--- src/rtl/johnson_pkg.sv ---
// Shared Johnson-code helpers: FSM state type, successor function and code-to-index map.
// Functions work on JW_MAX-wide words with the live width passed in, so any N up to JW_MAX works.
package johnson_pkg;
  localparam int JW_MAX = 32;
  localparam int JI_W   = 8;

  typedef enum logic [1:0] {HUNT, TRACK, LOCKED} jstate_t;

  typedef struct packed {
    logic            legal;
    logic [JI_W-1:0] idx;
  } jmap_t;

  function automatic logic [JW_MAX-1:0] johnson_next(logic [JW_MAX-1:0] q, int n);
    logic [JW_MAX-1:0] r;
    r = '0;
    for (int i = 0; i < JW_MAX-1; i++)
      if (i < n-1) r[i] = q[i+1];
    r[n-1] = ~q[0];
    return r;
  endfunction

  // Index k<=n is k ones from the MSB down; index n+b is n-b ones from the LSB up.
  function automatic logic [JW_MAX-1:0] johnson_code(int k, int n);
    logic [JW_MAX-1:0] c;
    c = '0;
    for (int i = 0; i < JW_MAX; i++)
      if (i < n) c[i] = (k <= n) ? (i >= n-k) : (i < 2*n-k);
    return c;
  endfunction

  function automatic jmap_t johnson_to_idx(logic [JW_MAX-1:0] q, int n);
    jmap_t res;
    res = '0;
    for (int k = 0; k < 2*JW_MAX; k++)
      if (k < 2*n && q == johnson_code(k, n)) begin
        res.legal = 1'b1;
        res.idx   = JI_W'(k);
      end
    return res;
  endfunction
endpackage

--- src/rtl/johnson_code_map.sv ---
// Combinational legality check and index decode of one N-bit Johnson word.
module johnson_code_map import johnson_pkg::*; #(
  parameter int N     = 4,
  parameter int IDX_W = $clog2(2*N)
) (
  input  logic [N-1:0]     code,
  output logic             legal,
  output logic [IDX_W-1:0] idx
);
  jmap_t m;
  logic  unused_idx;

  assign m          = johnson_to_idx(JW_MAX'(code), N);
  assign legal      = m.legal;
  assign idx        = m.idx[IDX_W-1:0];
  assign unused_idx = ^m.idx;
endmodule

--- src/rtl/johnson_decoder.sv ---
// Johnson-code receiver: decodes qualified samples, tracks +1 sequencing, reports lock and errors.
module johnson_decoder import johnson_pkg::*; #(
  parameter int N        = 4,
  parameter int IDX_W    = $clog2(2*N),
  parameter int LOCK_CNT = 3,
  parameter int ERR_W    = 8
) (
  input  logic             clk,
  input  logic             rst,
  input  logic             din_valid,
  input  logic [N-1:0]     din,
  output logic [IDX_W-1:0] dout,
  output logic             dout_valid,
  output logic             code_err,
  output logic             seq_err,
  output logic             locked,
  output logic [ERR_W-1:0] err_count
);
  localparam logic [3:0]       LOCK_C = 4'(LOCK_CNT);
  localparam logic [IDX_W-1:0] LAST   = IDX_W'(2*N-1);

  jstate_t          state, state_n;
  logic [3:0]       good, good_n;
  logic [IDX_W-1:0] prev, prev_n, dout_n, exp_idx, idx;
  logic             legal, dv_n, ce_n, se_n, err_inc;

  johnson_code_map #(.N(N), .IDX_W(IDX_W)) u_map (
    .code  (din),
    .legal (legal),
    .idx   (idx)
  );

  assign exp_idx = (prev == LAST) ? '0 : prev + 1'b1;
  assign locked  = (state == LOCKED);

  always_comb begin
    state_n = state;
    good_n  = good;
    prev_n  = prev;
    dout_n  = dout;
    dv_n    = 1'b0;
    ce_n    = 1'b0;
    se_n    = 1'b0;
    err_inc = 1'b0;
    if (din_valid) begin
      if (!legal) begin
        ce_n    = 1'b1;
        err_inc = 1'b1;
        state_n = HUNT;
        good_n  = '0;
      end else begin
        dout_n = idx;
        dv_n   = 1'b1;
        prev_n = idx;
        unique case (state)
          HUNT: begin
            state_n = TRACK;
            good_n  = '0;
          end
          TRACK: begin
            if (idx == exp_idx) begin
              if (good + 4'd1 == LOCK_C) begin
                state_n = LOCKED;
                good_n  = '0;
              end else begin
                good_n = good + 4'd1;
              end
            end else begin
              // Mismatch while still acquiring just re-seeds the reference.
              good_n = '0;
            end
          end
          LOCKED: begin
            if (idx != exp_idx) begin
              se_n    = 1'b1;
              err_inc = 1'b1;
              state_n = TRACK;
              good_n  = '0;
            end
          end
          default: state_n = HUNT;
        endcase
      end
    end
  end

  always_ff @(posedge clk) begin
    if (!rst) begin
      state      <= HUNT;
      good       <= '0;
      prev       <= '0;
      dout       <= '0;
      dout_valid <= 1'b0;
      code_err   <= 1'b0;
      seq_err    <= 1'b0;
      err_count  <= '0;
    end else begin
      state      <= state_n;
      good       <= good_n;
      prev       <= prev_n;
      dout       <= dout_n;
      dout_valid <= dv_n;
      code_err   <= ce_n;
      seq_err    <= se_n;
      if (err_inc && err_count != {ERR_W{1'b1}})
        err_count <= err_count + 1'b1;
    end
  end
endmodule

--- config.mk ---
export PLATFORM = sky130hd
export DESIGN_NAME = johnson_decoder
export DESIGN_NICKNAME = d
export VERILOG_FILES = /design/src/rtl/johnson_pkg.sv /design/src/rtl/johnson_code_map.sv /design/src/rtl/johnson_decoder.sv
export SDC_FILE = /design/constraint.sdc
export NUM_CORES = 1
export LEC_CHECK = 0
export ABC_CLOCK_PERIOD_IN_PS = 6200
export BUFFER_PORTS_ARGS = -buffer_cell sky130_fd_sc_hd__buf_2
export CORE_UTILIZATION = 60
export DETAILED_ROUTE_END_ITERATION = 7
export PLACE_DENSITY = 0.83
export RECOVER_POWER = 100
export SYNTH_ARGS = -nofsm -noshare
export SYNTH_HDL_FRONTEND = slang
export SYNTH_SLANG_ARGS = --single-unit
--- constraint.sdc ---
create_clock -name clk -period 6.2 [get_ports clk]
set_input_delay 0.62 -clock clk [delete_from_list [all_inputs] [get_ports clk]]
set_output_delay 0.62 -clock clk [all_outputs]
set_load 0.05 [all_outputs]
=== Yosys cells after proc, flatten, opt, wreduce, memory -nomap -nowiden ===
Cells that the tools add are included.

* Add/sub/neg operators: 3
* Eq/ne operators: 18
* Muxes and demuxes: 25
* Reduce and logical (&&, ||, !) cells: 8

{| class="wikitable"
|+ Operators by type and width
! kind !! count
|-
| $mux 9 || 8
|-
| $eq 4x4->1 const B || 4
|-
| $mux 4 || 4
|-
| $pmux 4 s3 || 1
|-
| $ne 3x3->1 const B || 3
|-
| $add 8x1->8 const B || 1
|-
| $eq 4x2->1 const B || 2
|-
| $mux 2 || 4
|-
| $ne 8x8->1 const B || 1
|-
| $mux 1 || 6
|-
| $pmux 2 s3 || 1
|-
| $reduce_and 3->1 || 2
|-
| $add 4x1->4 const B || 1
|-
| $eq 4x1->1 const B || 1
|-
| $eq 4x3->1 const B || 1
|-
| $logic_not 4->1 || 1
|-
| $ne 4x4->1 const B || 1
|-
| $reduce_and 2->1 || 2
|-
| $reduce_and 4->1 || 1
|-
| $add 3x1->3 const B || 1
|-
| $eq 3x3->1 || 1
|-
| $eq 3x3->1 const B || 1
|-
| $mux 3 || 1
|-
| $ne 3x3->1 || 1
|-
| 4 further kinds || 4
|}

* Register bits after elaboration: 20
* Input bits: 7
* Output and inout port bits: 15
* Logic and storage cells: 61

=== Longest topological paths before layout ===
Gate-level depths: netlist of the first run.

* Depth in word-level cells: 15
* Depth in mapped cells: 9
* Mapped depth without buffers: 8

=== Cells and area by module ===
Synthesis of the first run repeated with hierarchy kept, for this count alone.

* Cell total of the unflattened synthesis: 140
* Area, all modules: 1242.4 um2

{| class="wikitable"
|+ By module, submodules not included
! module !! times used !! cells an instance !! area each (um2) !! sequential area each (um2)
|-
| johnson_decoder || 1 || 129 || 1157.4 || 400.4
|-
| johnson_code_map || 1 || 11 || 85.1 || 0.0
|}

=== Worst setup path before layout of the first run ===
Ideal clock, no wire load.

* Kind: register to register
* Start point: register prev[1]
* End point: register state[1]
* Data arrival time: 2495 ps
* Path slack: 3609 ps
* Cell stages (with the launch flop): 8
* Buffers on the path: 0
* Period minus slack after synthesis: 2591 ps
* Cell sequence: dfxtp_1 -> ha_1 -> or2_1 -> a211oi_2 -> o311ai_4 -> o21a_1 -> or4_1 -> o311ai_1

* Longest elaborated chain between the ends: 5
* Elaborated cells on any way between the ends: 8
* Classes of those cells: add/sub (1); eq/ne (5); mux (1); reduce/logical (1)

{| class="wikitable"
|+ RTL lines
! what !! line !! text
|-
| start, declared || johnson_decoder.sv:24 || <nowiki>logic [IDX_W-1:0] prev, prev_n, dout_n, exp_idx, idx;</nowiki>
|-
| start signal, assigned || johnson_decoder.sv:100 || <nowiki>prev <= prev_n;</nowiki>
|-
| $add 3x1->3 or $eq 3x3->1 (tied branches) || johnson_decoder.sv:33 || <nowiki>assign exp_idx = (prev == LAST) ? '0 : prev + 1'b1;</nowiki>
|-
| $mux 3 * || johnson_decoder.sv:33 ||
|-
| $eq 3x3->1 or $ne 3x3->1 (tied branches) || johnson_decoder.sv:61, johnson_decoder.sv:74 ||
|-
| $ne 3x3->1 (no source line) || n/a ||
|-
| $reduce_and 4->1 (no source line) * || n/a ||
|-
| end signal, assigned || johnson_decoder.sv:98 || <nowiki>state <= state_n;</nowiki>
|-
| end, declared || johnson_decoder.sv:22 || <nowiki>jstate_t state, state_n;</nowiki>
|}

Every way passes the cells marked *; elsewhere a longest branch is shown, timed or not.
A chain may end at the register's enable or synchronous reset.

=== Worst setup path in the final report of the first run ===
* Start point: input port din[2]
* End point: register err_count[7]

* Longest elaborated chain between the ends: 14
* Elaborated cells on any way between the ends: 22
* Classes of those cells: eq/ne (8); mux (12); reduce/logical (2)

{| class="wikitable"
|+ RTL lines
! what !! line !! text
|-
| start, declared || johnson_decoder.sv:11 || <nowiki>input logic [N-1:0] din,</nowiki>
|-
| $eq 4x4->1 || johnson_pkg.sv:36 || <nowiki>if (k < 2*n && q == johnson_code(k, n)) begin</nowiki>
|-
| $mux 9 (6 in series) || johnson_pkg.sv:36 ||
|-
| $mux 9 * || johnson_pkg.sv:36 ||
|-
| $ne 3x3->1 || johnson_decoder.sv:74 || <nowiki>if (idx != exp_idx) begin</nowiki>
|-
| $mux 1 || johnson_decoder.sv:74 ||
|-
| $mux 1 || n/a ||
|-
| $mux 1 * || johnson_decoder.sv:46 || <nowiki>if (!legal) begin</nowiki>
|-
| $mux 1 * || johnson_decoder.sv:45 || <nowiki>if (din_valid) begin</nowiki>
|-
| $logic_and 1x1->1 * || johnson_decoder.sv:105 || <nowiki>if (err_inc && err_count != {ERR_W{1'b1}})</nowiki>
|-
| end signal, assigned || johnson_decoder.sv:106 || <nowiki>err_count <= err_count + 1'b1;</nowiki>
|-
| end, declared || johnson_decoder.sv:17 || <nowiki>output logic [ERR_W-1:0] err_count</nowiki>
|}

Marked as above.

==> key figures, run 1 <==
Route
  • Drt pass-1 iters: 4
  • Total wire length: about 2.8 mm
  • Via/cell ratio: 6.00
  • Initial drt markers: 19
  • Drt drc: 0
  • Vias: 1,241
  • WL per Instance: 13.7 µm
  • Post-DRT Antenna Nets: 0

Pwr
  • Gate power share: 0.235
  • Sequential share of power: 0.521
  • Clk pwr share: 0.244
  • Sw power: 0.0871 mW
  • Switching part of the total: 0.333
  • Total internal power: 0.174 mW
  • Pleak: between 0.5 and 0.6 nW
  • Worst IR Drop VDD: around 0.00014 V
  • Pwr/cell area: about 180 nW/µm²

Place
  • Post-DP HPWL: 2.02 mm
  • Number of port buffers: 21
  • Area after DPL: 1500 µm²
  • GPL Wtd Cong: 0.826

Worst setup path
  • Worst reg-to-reg setup slack: 2.35 ns
  • CP Capture Type: register
  • Worst Path Arrival: 4.11 ns
  • CP required: 6.44 ns
  • Crit path launch: din[2]
  • Worst Setup EP: err_count[7]$_SDFFE_PN0P_
  • Critical path type: in2reg
  • Worst Reg-to-Reg Cells: 8
  • Worst setup SP type: primary input
  • R2r startpoint: prev[1]$_SDFFE_PN0P_
  • Worst-path fanout max: 15
  • R2R Path End: err_count[7]$_SDFFE_PN0P_

Timing
  • Max Fclk: 0.258 GHz
  • Setup TNS Final: 0 ns
  • Worst-Margin Slew: around 1.4 ns
  • Clk_skew: 0.00510 ns
  • Final worst path period share: 0.624
  • Pins Over Slew Limit: 0
  • Final hold violations: 0
  • RSZ-0062 raised after global routing: no
  • Final worst path period need: 3.87 ns
  • Final setup vio count: 0
  • Relative slew margins: 0.0862

Yosys
  • Ys flop type: dfxtp_1
  • Post-synth top area cell: dfxtp_1
  • Top-area cell type share of the netlist area: 0.282
  • Seq/Total Area, Yosys: 0.282
  • Average size of a mapped cell: 8.64 µm²
  • Synth warn: 0
  • Synthesis-stage register bit count: 20
  • Most frequent cell after synthesis: dfxtp_1
  • Mapped Cells: around 160
  • Asr flop ratio synth: 0
  • Synth cell types: 52
  • Synth top cells by count: dfxtp_1 (20), nand2_1 (14), nand3_1 (11), nor2_1 (11), ha_1 (9)
  • Number of synthesized flops with an enable pin: 0
  • Netlist Area Pre-Place: 1420 µm²
  • Ranking of synthesized cells by area: dfxtp_1 (28%), ha_1 (7.9%), nand3_1 (3.9%)
  • Synthesized net count: 180

Die
  • IO Pins: 22
  • Total core area: 2210 µm²
  • Starting Density: 0.641
  • Die area: 2560 µm²
  • Rows: 17
  • Die X: 50.6 µm
  • Die height: 50.6 µm

Clock network
  • Root buf cell: clkbuf_4
  • CTS hold repair buffers: 0
  • Clock-pin transition on the worst setup and hold timing paths: ~0.11 ns
  • Sink Count: 20
  • Htree depth: 1
  • Post-CTS resize count: 0
  • CTS Buf Count: 3
  • Clk buf depth: 2
  • Post-CTS setup buffer count: 0
  • CTS tree: done
  • Clock latency on the worst-skew pair: 0.31 ns

Global routing
  • Largest net degree at the start of global routing: 23
  • Number of global-route vias before repair: ~1,100
  • Grt total ovfl: 0
  • Antenna violations before repair: 0
  • GRT Overall Usage: 0.240
  • First-pass GRT wire length: ~4.7 mm

Layout
  • Layout cell share with drive strength beyond 1: 0.0670
  • Layout overhead on the synthesized area: 2.21%
  • Antenna Cells: 0
  • FILL cells: roughly 220
  • NumNets Final: 197
  • Final instance area: between 1000 and 1500 µm²
  • Area taken by multi-input logic gates: approximately 900 µm²
  • Storage cell area: 400 µm²

Min path
  • Hold Path Class: reg2reg

Flow run
  • MaxCap Viol Count: 0

Outcome
  • Status: completed
[per-layer routing]
layer,vias to the layer above,part of all wire,track usage
met5,-,0,0
met4,0,0.014,0.0926
met3,5,0.025,0.0394
met2,21,0.49,0.380
met1,578,0.47,0.324
li1,637,-,-
[logic make-up (layout without fill, tap and decap cells)]
| kind of cell | after synthesis | in the layout | share of synthesized area |
|---|---|---|---|
| AND/OR/NAND/NOR | 71 | 71 | 0.289 |
| AO/OA/AOI/OAI | 43 | 43 | 0.256 |
| flip-flops | 20 | 20 | 0.282 |
| buffers and inverters | 15 | 30 | 0.0556 |
| adder cells (fa/ha/maj) | 9 | 9 | 0.0794 |
| XOR/XNOR | 5 | 5 | 0.0309 |
| multiplexers | 1 | 1 | 0.00706 |
[how the worst min path moves through the flow]
stage                         startpoint                        end  slack, ns  cells past startpoint
4_1_cts        err_count[7]$_SDFFE_PN0P_  err_count[7]$_SDFFE_PN0P_       0.51                      2
6_report            good[3]$_SDFFE_PN0P_       good[3]$_SDFFE_PN0P_       0.53                      2
2_1_floorplan       good[3]$_SDFFE_PN0P_       good[3]$_SDFFE_PN0P_       0.47                      2
3_3_place_gp   err_count[7]$_SDFFE_PN0P_  err_count[7]$_SDFFE_PN0P_       0.48                      2
3_5_place_dp   err_count[7]$_SDFFE_PN0P_  err_count[7]$_SDFFE_PN0P_       0.49                      2
5_1_grt             good[3]$_SDFFE_PN0P_       good[3]$_SDFFE_PN0P_       0.55                      2
[area by class of cell]
class / instances / share of cell area
inverter: 6 / 0.0155
multi-input combinational: 129 / 0.610
clock buffer: 3 / 0.0155
sequential: 20 / 0.276
tap: 28 / 0.0242
timing repair buffer: 21 / 0.0587
[placed cells by master, fill, tap and decap left out, types with 5 or more instances in the layout]
cell       n
a21oi_1    7
buf_2      5
clkbuf_1  16
dfxtp_1   20
ha_1       9
inv_1      6
nand2_1   15
nand3_1   11
nor2_1    11
nor3_1     5
o21a_1     6
o21ai_0    5
[state kept, by name, summed over array words and instances (netlist names)]
| name | cells |
|---|---|
| state | 2 |
| err_count | 8 |
| dout_valid | 1 |
| good | 4 |
| code_err | 1 |
| seq_err | 1 |
| prev | 3 |
[power by group through the flow]
stage / clock network (mW) / logic [mW] / registers (mW)
after floorplan: 0 / 0.0491 / 0.149
after global placement: 0 / 0.0679 / 0.139
after detailed placement: 0 / 0.0694 / 0.139
after CTS: 0.0666 / 0.0699 / 0.136
after global routing: 0.0725 / 0.0670 / 0.137
final: 0.0639 / 0.0613 / 0.136
[per-stage QoR]
| step | cells | worst slack, ns | power (mW) | hold WS [ns] | util |
|---|---|---|---|---|---|
| finish | 207 | 2.33 | 0.262 | 0.528 | 0.655 |
| global route | 207 | 2.10 | 0.276 | 0.551 | 0.655 |
| CTS | 207 | 3.69 | 0.273 | 0.511 | 0.689 |
| detailed placement | 204 | 3.61 | 0.209 | 0.494 | 0.679 |
| global placement | 204 | 3.70 | 0.207 | 0.481 | 0.679 |
| floorplan | 164 | 3.61 | 0.198 | 0.475 | - |
[worst max-delay path, stage by stage]
cell	delay, ns
clkbuf_1	0.47
nand2b_1	0.21
a211oi_1	0.09
o311ai_0	1.14
o21ai_0	0.76
or4_1	0.65
a21boi_0	0.18
Power figures use the tool's default switching activity.
==> inputs of run 2 (changes only) <==
Settings changed: ABC_AREA from default to 1, ABC_CLOCK_PERIOD_IN_PS 6200 to 4100, CORE_UTILIZATION 60 to 55, PLACE_DENSITY 0.83 to 0.77.
Clock period 6.2 ns to 4.1 ns, I/O delays scaled along.
==> run 2 against run 1 <==
  * Non-clock buffer count stayed put
  * Wire length down 8.0%
  * First-iteration DRC count increased by 5.3%
  * Sequential share of layout area is 0.81 points higher
  * Critical path type is now reg2reg
  * Largest power group unchanged
==> key figures, run 2 <==
Yosys
  • Post-synth top area cell: dfxtp_1
  • Asr flop ratio synth: 0 (unchanged)
  • Ranking of synthesized cells by area: dfxtp_1 (31%), nand2_1 (14%), nand3_1 (8.8%)
  • Ys flop type: dfxtp_1
  • Synth cell types: 24 (-54%)
  • Synthesized net count: 209 (+16%)
  • Most frequent cell after synthesis: nand2_1
  • Average size of a mapped cell: 6.76 µm² (-22%)
  • Synthesis-stage register bit count: 20 (unchanged)
  • Seq/Total Area, Yosys: 0.307 (+0.0247)
  • Top-area cell type share of the netlist area: 0.307 (+0.0247)
  • Number of synthesized flops with an enable pin: 0 (unchanged)
  • Netlist Area Pre-Place: 1300 µm² (-8.0%)
  • Synth warn: 0 (unchanged)
  • Mapped Cells: 193 (+18%)
  • Synth top cells by count: nand2_1 (49), nor2_1 (25), nand3_1 (23)

Worst setup path
  • R2r startpoint: prev[0]$_SDFFE_PN0P_
  • Worst Reg-to-Reg Cells: 12 (+4)
  • Critical path, cell by cell: ha_1, ha_1, inv_1, nand3_1, nand2_1, nor2_1, nand2_1, nand2_1, nand2_1, nand2_1, nand2_1, a21oi_1
  • CP required: 4.35 ns (-2.09 ns)
  • Critical path type: reg2reg
  • Worst Path Arrival: 2.48 ns (-1.63 ns)
  • CP max stage cell: dfxtp_1
  • R2R Path End: err_count[5]$_SDFFE_PN0P_
  • CP Buf/Inv Count: 1 (unchanged)
  • Crit path top cell by count: nand2_1
  • CP Capture Type: register
  • Worst reg-to-reg setup slack: 1.87 ns (-0.48 ns)
  • Worst-path fanout max: 9 (-6)
  • Worst setup SP type: register
  • CP delay by family, top: simple AND/OR/NAND/NOR gates
  • Slowest stage delay, CP: 0.35 ns (-0.79 ns)

Place
  • GPL Wtd Cong: 0.884 (+7.0%)
  • Post-DP HPWL: 1.96 mm (-2.8%)
  • Inst Count DP: 241 (+18%)
  • Number of port buffers: 21 (unchanged)
  • DP Worst Slack: 2.33 ns (-1.28 ns)
  • Area after DPL: 1440 µm² (-4.1%)

Pwr
  • Pleak: 0.662 nW (+30%)
  • Pwr/cell area: 345 nW/µm² (+91%)
  • Tot Pwr: 0.486 mW (+86%)
  • Worst IR Drop VDD: 0.000207 V (+49%)

Layout
  • Commonest cells after routing, fill and taps aside: nand2_1 (55), nor2_1 (26), nand3_1 (24)
  • Final instance area: 1410 µm² (-2.8%)
  • NumNets Final: 234 (+19%)
  • Layout overhead on the synthesized area: 7.97%
  • Final core occ: 0.630 (-0.0247)
  • Layout cell share with drive strength beyond 1: 0.0645 (-0.00252)
  • Largest register FFs: 8 (unchanged)
  • Commonest non-fill, non-tap cell in the layout: nand2_1
  • Biggest register: err_count
  • Post-Layout Cell Count: 245 (+18%)
  • Top Registers: err_count (8), good (4), prev (3)
  • Antenna Cells: 0 (unchanged)

Timing
  • Clk_skew: 0.00551 ns (+0.000405 ns)
  • Setup WS post-layout: 1.87 ns (-0.465 ns)
  • Final hold slack: 0.410 ns (-0.119 ns)
  • Worst-Margin Slew: 0.604 ns (-0.749 ns)
  • Setup TNS Final: 0 ns (unchanged)
  • Max Fclk: 0.447 GHz
  • Final worst path period need: 2.23 ns
  • RSZ-0062 raised after global routing: no
  • Final hold violations: 0 (unchanged)
  • Pins Over Slew Limit: 0 (unchanged)
  • Relative slew margins: 0.599 (+0.513)
  • Final worst path period share: 0.545
  • Final setup vio count: 0 (unchanged)

Clock network
  • CTS Buf Count: 3 (unchanged)
  • Post-CTS setup buffer count: 0 (unchanged)
  • Sink Count: 20 (unchanged)
  • Post-CTS resize count: 0 (unchanged)
  • Clock-pin transition on the worst setup and hold timing paths: 0.12 ns (about the same)
  • CTS hold repair buffers: 0 (unchanged)
  • Root buf cell: clkbuf_4
  • Clock latency on the worst-skew pair: 0.31 ns (about the same)
  • Htree depth: 1 (unchanged)
  • Clk buf depth: 2 (unchanged)
  • CTS tree: done

Route
  • Total wire length: 2.60 mm (-8.0%)
  • WL per Instance: 10.6 µm (-22%)
  • Drt pass-1 iters: 5 (+1)
  • Vias: 1,233 (-0.64%)
  • Initial drt markers: 20 (+1)
  • Drt drc: 0 (unchanged)
  • Post-DRT Antenna Nets: 0 (unchanged)
  • Via/cell ratio: 5.03 (-16%)

Die
  • Starting Density: 0.584 (-0.0571)
  • Die area: 2570 µm² (+0.32%)
  • Die height: 50.7 µm (+0.16%)
  • IO Pins: 22 (unchanged)
  • Total core area: 2230 µm² (+0.96%)
  • Die X: 50.7 µm (+0.16%)
  • Rows: 17 (unchanged)

Global routing
  • First-pass GRT wire length: 4.46 mm (-5.0%)
  • Antenna violations before repair: 0 (unchanged)
  • GRT Overall Usage: 0.230 (-0.0106)
  • Largest net degree at the start of global routing: 13 (-43%)
  • Grt total ovfl: 0 (unchanged)
  • Number of global-route vias before repair: 1,090 (+3.2%)

Min path
  • Startpoint of the most critical hold path: din_valid
  • Hold Path Class: in2reg
  • Hold path cells: 3 (+1)
  • Worst min-delay path endpoint: code_err$_SDFF_PN0_

Flow run
  • MaxCap Viol Count: 0 (unchanged)

Outcome
  • Status: completed
==> run 2: cell count changes after synthesis, sizes merged, moves of 4 or more <==
cell / before / now
a21boi: 6 / 1
nand2: 15 / 56
nand3: 11 / 24
buf: 6 / 0
inv: 6 / 25
nor2: 11 / 27
o21a: 6 / 0
or4: 4 / 0
==> run 2: routing by layer <==
| metal | share of wire | track usage |
|---|---|---|
| met5 | 0 | 0 |
| met4 | 0.014 | 0.0972 |
| met3 | 0.056 | 0.0364 |
| met2 | 0.45 | 0.378 |
| met1 | 0.48 | 0.295 |
==> run 2: layout make-up <==
type	count	area [µm²]
Tap cell	28	35.0
Clock buffer	3	22.5
Fill cell	238	826
Sequential cell	20	400
Timing Repair Buffer	21	85.1
Inverter	26	97.6
Clock inverter	1	30.0
Multi-Input combinational cell	146	737
==> run 2: logic make-up (layout without fill, tap and decap cells) <==
| group | count (synthesis) | in the layout | synth area share |
|---|---|---|---|
| AND/OR/NAND/NOR | 112 | 112 | 0.407 |
| flip-flops | 20 | 20 | 0.307 |
| buffers and inverters | 27 | 51 | 0.0777 |
| adder cells (fa/ha/maj) | 9 | 9 | 0.0864 |
| XOR/XNOR | 7 | 7 | 0.0470 |
| AO/OA/AOI/OAI | 18 | 18 | 0.0749 |
==> run 2: worst max path at each step <==
stage                              start                        end  slack [ns]  cells after the start
finish              prev[0]$_SDFFE_PN0P_  err_count[5]$_SDFFE_PN0P_        1.87                     12
global route        prev[0]$_SDFFE_PN0P_  err_count[4]$_SDFFE_PN0P_        1.60                     12
CTS                 prev[0]$_SDFFE_PN0P_  err_count[5]$_SDFFE_PN0P_        2.31                     12
detailed placement  prev[0]$_SDFFE_PN0P_  err_count[5]$_SDFFE_PN0P_        2.33                     12
global placement    prev[0]$_SDFFE_PN0P_  err_count[6]$_SDFFE_PN0P_        2.38                     12
floorplan           prev[0]$_SDFFE_PN0P_  err_count[6]$_SDFFE_PN0P_        2.13                     12
==> run 2: tightest hold or removal path, stage by stage <==
cell     delay, ns
buf_2         0.13
nand2_1       0.10
nor2_1        0.05
==> run 2: report_power, final <==
group | internal, mW | leakage [nW] | switching, mW | total (mW)
clock | 0.0989 | 0.0279 | 0.0643 | 0.163
sequential | 0.204 | 0.163 | 0.00911 | 0.214
combinational | 0.0304 | 0.471 | 0.0790 | 0.109
